File: config.mk
export PLATFORM = sky130hd
export DESIGN_NAME = alu_pipe
export DESIGN_NICKNAME = d
export VERILOG_FILES = /design/src/rtl/alu_pkg.sv /design/src/rtl/sat_lane_adder.sv /design/src/rtl/alu_pipe.sv
export SDC_FILE = /design/constraint.sdc
export NUM_CORES = 1
export LEC_CHECK = 0
export ABC_AREA = 0
export CORE_MARGIN = 8
export CORE_UTILIZATION = 50
export DETAILED_ROUTE_END_ITERATION = 10
export GPL_TIMING_DRIVEN = 0
export PLACE_DENSITY_LB_ADDON = 0.2
export SYNTH_ARGS = -nofsm -noshare
export SYNTH_HDL_FRONTEND = slang
export SYNTH_HIERARCHICAL = 1
export SYNTH_SLANG_ARGS = --single-unit
File: constraint.sdc
create_clock -name clk -period 3.6 [get_ports clk]
set_clock_uncertainty 0.15 [all_clocks]
set_input_delay 0.54 -clock clk [delete_from_list [all_inputs] [get_ports clk]]
set_output_delay 0.54 -clock clk [all_outputs]
set_load 0.01 [all_outputs]
File: src/rtl/alu_pkg.sv
// Shared types and helpers for the pipelined ALU: opcodes, FSM states,
// byte-count and saturation-limit helpers.
package alu_pkg;

    typedef enum logic [2:0] {
        OP_ADD  = 3'd0,
        OP_SUB  = 3'd1,
        OP_PADD = 3'd2,
        OP_RED  = 3'd3,
        OP_XOR  = 3'd4,
        OP_NAND = 3'd5
    } alu_op_e;

    typedef enum logic {
        IDLE    = 1'b0,
        RED_ACC = 1'b1
    } alu_state_e;

    function automatic int unsigned num_bytes(input int unsigned w);
        return w / 8;
    endfunction

    // Limits are returned in 64 bits; callers cast down to their own width.
    function automatic logic [63:0] sat_max(input int unsigned n);
        return (64'd1 << (n - 1)) - 64'd1;
    endfunction

    function automatic logic [63:0] sat_min(input int unsigned n);
        return 64'd1 << (n - 1);
    endfunction

endpackage

File: src/rtl/sat_lane_adder.sv
// N-bit signed adder with carry-in; clamps to the signed range on overflow.
module sat_lane_adder
    import alu_pkg::*;
#(
    parameter int unsigned N = 16
) (
    input  logic [N-1:0] a,
    input  logic [N-1:0] b,
    input  logic         cin,
    output logic [N-1:0] sum,
    output logic         ovfl
);

    localparam logic [N-1:0] MAX_V = N'(sat_max(N));
    localparam logic [N-1:0] MIN_V = N'(sat_min(N));

    logic [N-1:0] raw;

    assign raw  = a + b + {{(N-1){1'b0}}, cin};
    assign ovfl = (a[N-1] == b[N-1]) && (raw[N-1] != a[N-1]);
    assign sum  = ovfl ? (a[N-1] ? MIN_V : MAX_V) : raw;

endmodule

File: src/rtl/alu_pipe.sv
// Registered, handshaked ALU: single-cycle ADD/SUB/PADD/XOR/NAND and an
// iterative signed byte reduction (RED), one operation in flight.
module alu_pipe
    import alu_pkg::*;
#(
    parameter int unsigned W      = 16,
    parameter int unsigned LANE_W = 4
) (
    input  logic         clk,
    input  logic         rst_n,
    input  logic         in_valid,
    output logic         in_ready,
    input  logic [2:0]   op,
    input  logic [W-1:0] a,
    input  logic [W-1:0] b,
    output logic         out_valid,
    input  logic         out_ready,
    output logic [W-1:0] result,
    output logic         ovfl,
    output logic         zero,
    output logic         neg,
    output logic         illegal
);

    localparam int unsigned NB = num_bytes(W);
    localparam int unsigned CW = (NB > 1) ? $clog2(NB) : 1;
    localparam int unsigned NL = W / LANE_W;

    alu_state_e    state;
    logic [CW-1:0] cnt;
    logic [W-1:0]  acc;
    logic [W-1:0]  a_q;
    logic [W-1:0]  b_q;
    logic          accept;

    assign in_ready = rst_n && (state == IDLE) && (!out_valid || out_ready);
    assign accept   = in_valid && in_ready;

    // ADD/SUB share one full-width saturating adder; SUB feeds ~b with cin=1.
    logic         is_sub;
    logic [W-1:0] add_sum;
    logic         add_ovfl;

    assign is_sub = (op == OP_SUB);

    sat_lane_adder #(.N(W)) u_addsub (
        .a    (a),
        .b    (is_sub ? ~b : b),
        .cin  (is_sub),
        .sum  (add_sum),
        .ovfl (add_ovfl)
    );

    logic [W-1:0]  padd_sum;
    logic [NL-1:0] lane_ovfl;

    for (genvar l = 0; l < NL; l++) begin : g_lane
        sat_lane_adder #(.N(LANE_W)) u_lane (
            .a    (a[l*LANE_W +: LANE_W]),
            .b    (b[l*LANE_W +: LANE_W]),
            .cin  (1'b0),
            .sum  (padd_sum[l*LANE_W +: LANE_W]),
            .ovfl (lane_ovfl[l])
        );
    end

    logic [7:0] a_bytes [NB];
    logic [7:0] b_bytes [NB];

    for (genvar i = 0; i < NB; i++) begin : g_byte
        assign a_bytes[i] = a_q[i*8 +: 8];
        assign b_bytes[i] = b_q[i*8 +: 8];
    end

    logic [7:0]   a_byte;
    logic [7:0]   b_byte;
    logic [W-1:0] red_sum;

    assign a_byte  = a_bytes[cnt];
    assign b_byte  = b_bytes[cnt];
    assign red_sum = acc + {{(W-8){a_byte[7]}}, a_byte} + {{(W-8){b_byte[7]}}, b_byte};

    logic [W-1:0] one_res;
    logic         one_ovfl;
    logic         one_ill;

    always_comb begin
        one_res  = '0;
        one_ovfl = 1'b0;
        one_ill  = 1'b0;
        case (op)
            OP_ADD, OP_SUB: begin
                one_res  = add_sum;
                one_ovfl = add_ovfl;
            end
            OP_PADD: begin
                one_res  = padd_sum;
                one_ovfl = |lane_ovfl;
            end
            OP_XOR:  one_res = a ^ b;
            OP_NAND: one_res = ~(a & b);
            OP_RED:  one_res = '0;
            default: one_ill = 1'b1;
        endcase
    end

    always_ff @(posedge clk or negedge rst_n) begin
        if (!rst_n) begin
            state     <= IDLE;
            cnt       <= '0;
            acc       <= '0;
            a_q       <= '0;
            b_q       <= '0;
            out_valid <= 1'b0;
            result    <= '0;
            ovfl      <= 1'b0;
            zero      <= 1'b0;
            neg       <= 1'b0;
            illegal   <= 1'b0;
        end else begin
            if (out_valid && out_ready) begin
                out_valid <= 1'b0;
            end
            case (state)
                IDLE: begin
                    if (accept) begin
                        if (op == OP_RED) begin
                            state <= RED_ACC;
                            cnt   <= '0;
                            acc   <= '0;
                            a_q   <= a;
                            b_q   <= b;
                        end else begin
                            out_valid <= 1'b1;
                            result    <= one_res;
                            ovfl      <= one_ovfl;
                            zero      <= (one_res == '0);
                            neg       <= one_res[W-1];
                            illegal   <= one_ill;
                        end
                    end
                end
                RED_ACC: begin
                    acc <= red_sum;
                    if (cnt == CW'(NB - 1)) begin
                        state     <= IDLE;
                        cnt       <= '0;
                        out_valid <= 1'b1;
                        result    <= red_sum;
                        ovfl      <= 1'b0;
                        zero      <= (red_sum == '0);
                        neg       <= red_sum[W-1];
                        illegal   <= 1'b0;
                    end else begin
                        cnt <= cnt + 1'b1;
                    end
                end
                default: state <= IDLE;
            endcase
        end
    end

endmodule

==> impl_results.md <==
- Outcome: finished, violations left
- Failing checks: negative setup slack
- Yosys reg bits: 70
- WP buf/inv: 3
- Layout cells sized above 1: 31.8%
- Post-synthesis cell count: 784
- Crit start category: input port
- Pin count of the biggest net entering global routing: 72
- DRC violations left: 0
- Max Buffers Root-to-Sink: 2
- Iter 0 DRT Violations: 728
- # port buffers: 60
- H-tree Lvls: 3
- Slowest stage delay, CP: 0.38 ns
- WP data required: 3.72 ns
- CP max stage cell: a211oi_4
- Root buf cell: clkbuf_16
- Final #Nets: 1,037
- Sequential fraction of the synthesis area: 24.8%
- Least-Margin Pin Slew: 0.915 ns
- Layout area overhead: 35.8%
- Initial core utilization: 51.0%
- Grt met1 use: 33.0%
- Antenna cells: 0
- Die area: 18,200 sq um
- DR vias/cell: 6.22
- Final worst path period share: 111%
- Hold crit path type: in -> async
- M2 GR Usage: 40.3%
- WHS: 0.164 ns
- Crit end category: flop
- Prevailing post-synth register cell: dfrtp_1
- Worst Path Arrival: 4.13 ns
- Die height: about 130 um
- CTS Hold Bufs: 0
- Endpoints failing setup: 18
- R2R depth: 11
- Max-cap violations: 0
- Per-cell routed wire length: 21.6 um
- Number of enable flip-flop cells after synthesis: 0
- Slew Viols, Final: 0
- Hold violation total from the final report: 0
- Gr usage total: 25.3%
- RSZ-0062 raised after global routing: true
- Int Power: 5130 uW
- GRT busiest layer: met2
- Total CTS buffers: 9
- Via Count: 6,870
- R2R setup slack: -0.21 ns
- Tmin final: around 4 ns
- Syn Area/Cell: 9.00 sq um
- Num rows: 43
- Crit-path cells: buf_12 > nor3b_4 > buf_6 > buf_4 > xor2_1 > ha_1 > a2111oi_2 > o21ai_2 > a211oi_4 > o21ai_4 > nor2_2 > o21ai_0 > nor2b_1 > a21oi_1 > o22ai_2 > nand2b_1 > nor4_4 > a41oi_1 > o21ai_1
- Initial antenna violation count: 0
- Clk_lat worst skew: 0.35 ns
- Distinct cells, synth: 83
- Placed Cells: 1,027
- Crit Path Category: in -> reg
- Yosys warns: 6
- Die X: 135 um
- Comb pwr share: 75.6%
- WL final: between 20,000 and 25,000 um
- CP max FO: 7
- Drt pass-1 iters: 5
- Filler cell count: between 1,000 and 1,500
- CP top delay family: compound AO/OA/AOI/OAI gates
- GR Util met3: 5.87%
- Switching Fraction: 45.4%
- Reg clk slew, reported paths: around 0.06 ns
- Placeable core area: 13,800 sq um
- Vias in the first global route: 6,860
- Placer Congestion: roughly 0.96
- Mapped cell area: 7060 sq um
- PD cells: 979 nW/um^2
- Post-DRT Antenna Nets: 0
- Fmax achieved: 249 MHz
- Synth async-reset ratio: 100%
- Congestion Overflow GR: 0
- Max VDD drop: 0.856 mV
- R2R Path End: zero$_DFFE_PN0P_
- First-pass GRT wire length: around 36,000 um
- Post-route non-filler standard cell count: 1,105
- Fin worst setup slack: -0.409 ns
- Io pins: 61
- Sinks on Clock Net: 70
- Sequential power share: 13.9%
- TritonCTS clock tree: built
- Leak: approximately 0.0042 uW
- Dpl hpwl: between 15,000 and 20,000 um
- Max_slew headroom: 39.0%
- Switching power total: 4260 uW
- Clk pwr share: 10.6%
- RR Startpoint: cnt$_DFFE_PN0P_
-- metal layers --
| metal | vias up | wire length (um) |
|---|---|---|
| met4 | 0 | 631 |
| li1 | 3109 | - |
| met5 | - | 0 |
| met2 | 286 | 11200 |
| met3 | 52 | 1740 |
| met1 | 3423 | 10300 |
-- cell families after synthesis --
kind of cell             Yosys count  share of synthesized area, %
adder cells (fa/ha/maj)           82                          17.2
XOR/XNOR                          37                          4.59
multiplexers                      61                          9.56
flip-flops                        70                          24.8
buffers and inverters             78                          4.61
AO/OA/AOI/OAI                    213                          20.9
AND/OR/NAND/NOR                  242                          18.2
other                              1                        0.0531
-- metrics by stage --
step                util, %  total power, uW  instance area, sq um  worst slack [ns]  setup TNS, ns
floorplan                 -             4710                  7180            -0.487          -2.33
CTS                    65.0             7860                  8990            -0.371          -1.43
finish                 69.3             9380                  9580            -0.409          -2.56
detailed placement     57.9             5990                  8010             -1.84         -28.04
global placement       57.9             5830                  8010             -1.79        -144.86
global route           69.3             9920                  9580            -0.549          -4.63
-- final cells by class --
| cell class | count | area, sq um | area share [%] |
|---|---|---|---|
| multi-input cells | 639 | 5750 | 60.0 |
| inverters | 45 | 169 | 1.76 |
| flip-flops and latches | 70 | 1750 | 18.3 |
| plain buffers | 28 | 188 | 1.96 |
| repair buffers | 127 | 1180 | 12.3 |
| clock inverters | 7 | 103 | 1.07 |
| clock buffers | 9 | 225 | 2.35 |
| well taps | 180 | 225 | 2.35 |
-- power groups by stage --
stage / clock, uW / sequential [uW] / combinational (uW)
3_3_place_gp: 0 / 1280 / 4540
6_report: 992 / 1300 / 7090
5_1_grt: 1040 / 1330 / 7550
3_5_place_dp: 0 / 1300 / 4690
2_1_floorplan: 0 / 1290 / 3410
4_1_cts: 996 / 1290 / 5580
-- repair_timing --
item / 4_1_cts / 5_1_grt
cloned: 2 / 0
setup buffers: 31 / 34
resized for setup: 114 / 92
pin swaps: 34 / 55
setup endpoints to repair: 27 / 22
hold endpoints to repair: 0 / 0
-- sequential cells by signal, summed over array words and instances (netlist names) --
signal     flops
out_valid      1
a_q           16
zero           1
result        15
neg            1
ovfl           1
cnt            1
b_q           16
acc           16
illegal        1
state          1
-- worst max path at each step --
| stage | from | to | slack (ns) | cells past startpoint |
|---|---|---|---|---|
| floorplan | op[0] | zero$_DFFE_PN0P_ | -0.49 | 21 |
| global placement | op[1] | zero$_DFFE_PN0P_ | -1.79 | 20 |
| detailed placement | op[1] | zero$_DFFE_PN0P_ | -1.84 | 20 |
| CTS | op[1] | zero$_DFFE_PN0P_ | -0.37 | 22 |
| global route | op[2] | zero$_DFFE_PN0P_ | -0.55 | 21 |
| finish | op[2] | zero$_DFFE_PN0P_ | -0.41 | 19 |
-- synth_stat cells, types with 6 or more instances --
| cell type | count | area (sq um) |
|---|---|---|
| clkbuf_1 | 13 | 48.8 |
| nor2b_1 | 24 | 150 |
| o21ai_0 | 26 | 130 |
| o21ai_1 | 10 | 50.1 |
| mux2_2 | 50 | 563 |
| o21a_1 | 11 | 82.6 |
| a221oi_1 | 7 | 61.3 |
| inv_1 | 43 | 161 |
| and2_1 | 16 | 100 |
| xnor2_1 | 16 | 140 |
| buf_2 | 11 | 55.1 |
| mux2i_1 | 10 | 100 |
| nor3_1 | 16 | 80.1 |
| a2bb2oi_1 | 10 | 87.6 |
| and3_1 | 9 | 56.3 |
| a211oi_1 | 8 | 60.1 |
| nand2_1 | 49 | 184 |
| nand3_1 | 11 | 55.1 |
| o211ai_1 | 16 | 120 |
| nor2_1 | 56 | 210 |
| nand2b_1 | 14 | 87.6 |
| a21oi_1 | 62 | 310 |
| ha_1 | 52 | 651 |
| fa_1 | 26 | 521 |
| nor4_1 | 6 | 37.5 |
| xor2_1 | 21 | 184 |
| dfrtp_1 | 70 | 1750 |
| a21o_1 | 10 | 75.1 |
-- cells in the final DEF (no fill, tap or decap), drive strengths merged, types with 7 or more instances in the layout --
master / Yosys / layout
a211oi: 11 / 11
a21o: 10 / 10
a21oi: 62 / 62
a221oi: 7 / 7
a2bb2oi: 10 / 10
and2: 16 / 16
and3: 9 / 9
buf: 20 / 88
clkbuf: 13 / 20
clkdlybuf4s50: 0 / 44
dfrtp: 70 / 70
fa: 26 / 26
ha: 52 / 52
inv: 45 / 48
mux2: 51 / 51
mux2i: 10 / 10
nand2: 49 / 49
nand2b: 14 / 14
nand3: 11 / 11
nor2: 56 / 56
nor2b: 25 / 25
nor3: 18 / 18
nor4: 7 / 7
o211ai: 16 / 16
o21a: 11 / 11
o21ai: 38 / 38
o22ai: 8 / 8
or2: 10 / 10
xnor2: 16 / 16
xor2: 21 / 21
Note: power is estimated with default switching activity, not from simulation.
